**src/rtl/pixel_fetcher.sv**
```systemverilog
// Read-side fetch engine: turns one fetch command into a sequence of burst
// reads sized to fit the downstream FIFO and forwards the returned words.
module pixel_fetcher #(
    parameter int ADDRESS_SIZE = 36,
    parameter int DATA_WIDTH   = 128
) (
    input  logic                    clk,
    input  logic                    rst,
    input  logic [DATA_WIDTH-1:0]   fetcher_command,
    input  logic                    fetcher_command_valid,
    output logic                    fetcher_command_complete,
    output logic                    fetcher_busy,
    output logic [ADDRESS_SIZE-1:0] mem_address,
    output logic [15:0]             mem_burstcount,
    output logic                    mem_rdreq,
    input  logic                    mem_rdack,
    input  logic                    mem_rdvalid,
    input  logic [DATA_WIDTH-1:0]   mem_datain,
    input  logic [15:0]             out_space,
    output logic [DATA_WIDTH-1:0]   out_data,
    output logic                    out_valid
);

    typedef enum logic [1:0] {
        IDLE = 2'd0,
        ARB  = 2'd1,
        REQ  = 2'd2,
        DATA = 2'd3
    } state_t;

    state_t                  state_r;
    logic [ADDRESS_SIZE-1:0] addr_r;
    logic [35:0]             remaining_r;
    logic [15:0]             burst_r;
    logic [15:0]             beat_cnt_r;

    logic [35:0] cmd_addr_s;
    logic [35:0] cmd_len_s;
    logic [15:0] cmd_burst_s;
    logic [3:0]  cmd_op_s;
    logic        accept_s;
    logic [15:0] chunk_s;
    logic        unused_cmd_s;

    assign cmd_addr_s   = fetcher_command[91:56];
    assign cmd_len_s    = fetcher_command[55:20];
    assign cmd_burst_s  = fetcher_command[19:4];
    assign cmd_op_s     = fetcher_command[3:0];
    assign unused_cmd_s = ^fetcher_command[DATA_WIDTH-1:92];

    assign accept_s     = fetcher_command_valid && (cmd_op_s == 4'b0111) && (state_r == IDLE);
    // Next burst is the configured size, trimmed to what is left of the command.
    assign chunk_s      = (remaining_r < {20'd0, burst_r}) ? remaining_r[15:0] : burst_r;
    assign fetcher_busy = (state_r != IDLE);

    // Command sequencing FSM with registered memory-side outputs.
    always_ff @(posedge clk or posedge rst) begin
        if (rst) begin
            state_r                  <= IDLE;
            addr_r                   <= {ADDRESS_SIZE{1'b0}};
            remaining_r              <= 36'd0;
            burst_r                  <= 16'd0;
            beat_cnt_r               <= 16'd0;
            mem_address              <= {ADDRESS_SIZE{1'b0}};
            mem_burstcount           <= 16'd0;
            mem_rdreq                <= 1'b0;
            fetcher_command_complete <= 1'b0;
        end else begin
            case (state_r)
                IDLE: begin
                    if (accept_s) begin
                        addr_r      <= cmd_addr_s[ADDRESS_SIZE-1:0];
                        remaining_r <= cmd_len_s;
                        burst_r     <= (cmd_burst_s == 16'd0) ? 16'd1 : cmd_burst_s;
                        if (cmd_len_s == 36'd0) begin
                            fetcher_command_complete <= 1'b1;
                        end else begin
                            fetcher_command_complete <= 1'b0;
                            state_r                  <= ARB;
                        end
                    end
                end
                ARB: begin
                    if (out_space >= chunk_s) begin
                        mem_address    <= addr_r;
                        mem_burstcount <= chunk_s;
                        mem_rdreq      <= 1'b1;
                        state_r        <= REQ;
                    end
                end
                REQ: begin
                    if (mem_rdack) begin
                        mem_rdreq  <= 1'b0;
                        beat_cnt_r <= mem_burstcount;
                        state_r    <= DATA;
                    end
                end
                DATA: begin
                    if (mem_rdvalid) begin
                        beat_cnt_r  <= beat_cnt_r - 16'd1;
                        remaining_r <= remaining_r - 36'd1;
                        if (beat_cnt_r == 16'd1) begin
                            if (remaining_r == 36'd1) begin
                                fetcher_command_complete <= 1'b1;
                                state_r                  <= IDLE;
                            end else begin
                                addr_r  <= addr_r + ADDRESS_SIZE'({mem_burstcount, 4'b0000});
                                state_r <= ARB;
                            end
                        end
                    end
                end
                default: begin
                    state_r   <= IDLE;
                    mem_rdreq <= 1'b0;
                end
            endcase
        end
    end

    // Forward read beats one cycle later; beats outside DATA are dropped.
    always_ff @(posedge clk or posedge rst) begin
        if (rst) begin
            out_valid <= 1'b0;
            out_data  <= {DATA_WIDTH{1'b0}};
        end else begin
            out_valid <= (state_r == DATA) && mem_rdvalid;
            if ((state_r == DATA) && mem_rdvalid) begin
                out_data <= mem_datain;
            end
        end
    end

endmodule

```
**config.mk**
```make
export PLATFORM = sky130hd
export DESIGN_NAME = pixel_fetcher
export DESIGN_NICKNAME = d
export VERILOG_FILES = /design/src/rtl/pixel_fetcher.sv
export SDC_FILE = /design/constraint.sdc
export NUM_CORES = 1
export LEC_CHECK = 0
export CORE_MARGIN = 2
export CORE_UTILIZATION = 23
export CTS_CLUSTER_DIAMETER = 200
export DETAILED_ROUTE_END_ITERATION = 10
export GPL_ROUTABILITY_DRIVEN = 0
export RECOVER_POWER = 25
export SLEW_MARGIN = 20
export SYNTH_ARGS = -nofsm -noshare
export SYNTH_HDL_FRONTEND = slang
export SYNTH_SLANG_ARGS = --single-unit
```
**constraint.sdc**
```tcl
create_clock -name clk -period 10.7 [get_ports clk]
set_clock_uncertainty 0.15 [all_clocks]
set_input_delay 2.14 -clock clk [delete_from_list [all_inputs] [get_ports clk]]
set_output_delay 2.14 -clock clk [all_outputs]
set_load 0.005 [all_outputs]
```
==> summary.txt <==
Critical path class: in2reg
Worst r2r dst: out_data[90]
DP Wirelength: 38.8 mm
Vias in the first global route: 12.6k
CTS clk-pin slew, worst paths: 0.06 ns
DRT Pass-1 Iters: 5
DRT antenna net count: 0
Setup_tns: 0 ns
Cts repair resizes: 0
Total CTS buffers: 37
Worst reg2reg path depth: 4
# DRC: 0
Hold Vio Cnt, Final: 0
CTS tree: yes
Final cell count without fillers: 2614
Netlist cell types: 53
Synth area leaders: dfrtp_1 (50%), mux2_2 (14%), ha_1 (4.9%)
Violated checks: max-capacitance violations, max-slew violations
Max stage delay cell, worst path: and2_0
Setup violators final: 0
Synth top area share: 50.3%
Pin count of the biggest net entering global routing: 95
Top FF cell, synth: dfrtp_1
Synth async-reset ratio: 100%
Hold/Removal Path Class: reg2reg
Syn_area_per_cell: 10.7 um2
# nets final: 2081
Crit-path max cell delay: 2.92 ns
Core Rows: 91
EDFF count, synth: 0
First-pass GRT wire length: 76.1 mm
WHS Endpoint: addr_r[2]
Clock Sinks: 289
Initial Util: 23.3%
Vias: 12.3k
RSZ-0062 raised after global routing: no
Crit path max fanout: 68
Reg2Reg Setup Slack: 4.89 ns
Run status: finished with violations
Count of input and output buffers: 424
Minimum clock period: 6.95 ns
Clock Tree Root: clkbuf_16
WL final: 51.3 mm
FF+latch count, synth: 289
Initial antenna violation count: 2
Critical Path AT: 7.23 ns
Register area share after synthesis: 50.3%
Crit path launch type: input pin
Buffer count from post-CTS setup fixing: 0
Die X: 254 um
Die Ht: 254 um
Routed len/inst: 19.6 um
YS warnings: 0
Bufs on Longest Clock Path: 3
Max-cap violations: 2
# IOs: 461
Total grt overflow: 0
Max IR drop VDD: 0.137 mV
Mapped Cells: 1339
Static leakage: 8.36 nW
Critical path, cell by cell: dlygate4sd3_1, and2_0, buf_4, mux2_2
CTS Hold Buffers Added: 0
Endpoint class of the critical path: flop
Worst path buffer plus inverter count: 2
Synth area leader: dfrtp_1
Total power: 6.67 mW
Die Area: 64500 um2
Core Region: 61700 um2
Max-slew violation count: 158
Fmax: 0.144 GHz
Post-Synthesis Net Count: 1673
Kind of cell with the highest combined delay on the critical path: simple AND/OR/NAND/NOR gates
Power Density: 321 nW/um2
Hold_sp: addr_r[2]
Worst path required time: 10.98 ns
Via/cell ratio: 4.71
Final Cycle Share: 64.9%
Relative slew slack: -189%
Starting DRT DRC Count: 736
Worst-Skew Late Latency: 0.55 ns
Worst-Margin Slew: 4.31 ns
Synth Cell Area: 14400 um2
Syn-to-layout area delta: 44.8%
Util after Layout: 33.7%
Hold depth: 2
Htree depth: 2
Share of cells above drive strength 1: 14.7%
Global Route Usage Sum: 15.4%
FF-to-FF Start: state_r[0]
Cells after DPL: 2545
## worst max path at each step
| stage | from | endpoint | depth (start not counted) |
|---|---|---|---|
| 2_1_floorplan | rst | addr_r[0] | 1 |
| 5_1_grt | mem_rdvalid | out_data[97] | 4 |
| 3_3_place_gp | fetcher_command[1] | addr_r[25] | 9 |
| 3_5_place_dp | fetcher_command[1] | addr_r[25] | 9 |
| 6_report | mem_rdvalid | out_data[90] | 4 |
| 4_1_cts | remaining_r[27] | mem_address[12] | 15 |
## metal layers
layer,up-vias,wire length (um),GRT usage (%)
met5,-,0,0
met4,0,1660,6.03
met3,87,2500,2.41
met2,368,25100,25.3
met1,6114,22100,20.3
li1,5756,-,-
## registers in the layout (all words and copies together), names as in the netlist
register / cells
addr_r: 36
beat_cnt_r: 16
burst_r: 16
fetcher_command_complete: 1
mem_address: 36
mem_burstcount: 16
mem_rdreq: 1
out_data: 128
out_valid: 1
remaining_r: 36
state_r: 2
## kinds of logic after synthesis
kind of cell	after synthesis	synth area share, %
simple gates	349	11.8
compound gates	319	13.3
flops	289	50.3
mux	209	16.1
buf+inv	102	2.69
fa+ha+maj	57	5.02
xor+xnor	14	0.853
## report_power, final
| group | internal (mW) | switching (mW) | leakage, nW | total (mW) |
|---|---|---|---|---|
| Sequential | 1.66 | 0.544 | 3.42 | 2.20 |
| Clock | 0.778 | 0.512 | 0.612 | 1.29 |
| Combinational | 1.65 | 1.53 | 4.33 | 3.18 |
## per-stage QoR
stage / instance area, um2 / hold slack (ns) / setup WS [ns]
detailed placement: 19500 / 0.316 / 5.12
finish: 20800 / 0.325 / 3.75
floorplan: 14400 / 0.294 / 0.433
CTS: 20800 / 0.329 / 5.45
global route: 20800 / 0.360 / 3.34
global placement: 19500 / 0.306 / 5.15
## cells in the final DEF (no fill, tap or decap), types with 36 or more instances in the layout
cell type,instances
o22ai_1,53
nand3_1,48
nor2_1,78
nand2_1,98
ha_1,55
dfrtp_1,289
a21oi_1,111
mux2_2,173
mux2i_1,36
o21ai_0,74
clkdlybuf4s50_1,396
clkbuf_16,38
## layout make-up
type                    instances  area, um2
diodes                          3       7.51
clock buffers                  50       1070
clock inverters                16        199
fillers                      6262      40900
inverters                      35        133
multi-input cells             948       6790
flip-flops and latches        289       7230
well taps                     837       1050
repair buffers                436       4330
## Yosys cell counts, types with 2 or more instances
cell       count
a21o_1        10
a221oi_1       4
xor2_1         9
or2_2          8
ha_1          56
or3b_1         2
xnor2_1        5
or3_1         12
nand3_1       48
o21ai_0       74
clkbuf_1      59
nor2b_1        2
a211o_1        2
dfrtp_1      289
and2_1         4
and3_1        10
buf_2          3
o31ai_1        2
nand4_1       14
buf_1          5
o22ai_1       53
or4_4          3
and4_1         4
a2bb2oi_1      8
nor3_1        23
o21bai_1       3
a21oi_1      111
a22o_1        11
mux2_2       173
o211a_1        2
or4_1          2
o211ai_1       8
mux2i_1       36
a22oi_1        4
o311ai_0       2
nor2_1        78
o21a_1         3
nand2b_1       8
o2111ai_1      4
a211oi_1       8
inv_1         35
nor4_1        30
a31oi_1        5
nand2_1       98
## worst reg2reg max path, delay by kind of cell (launching register included)
kind	cells	cell delay, ns
adders and majority gates	1	0.53
buffers and inverters	1	1.07
DFF	1	0.45
muxes	1	0.50
and+or+nand+nor	1	3.00
Note: power is estimated with default switching activity, not from simulation.
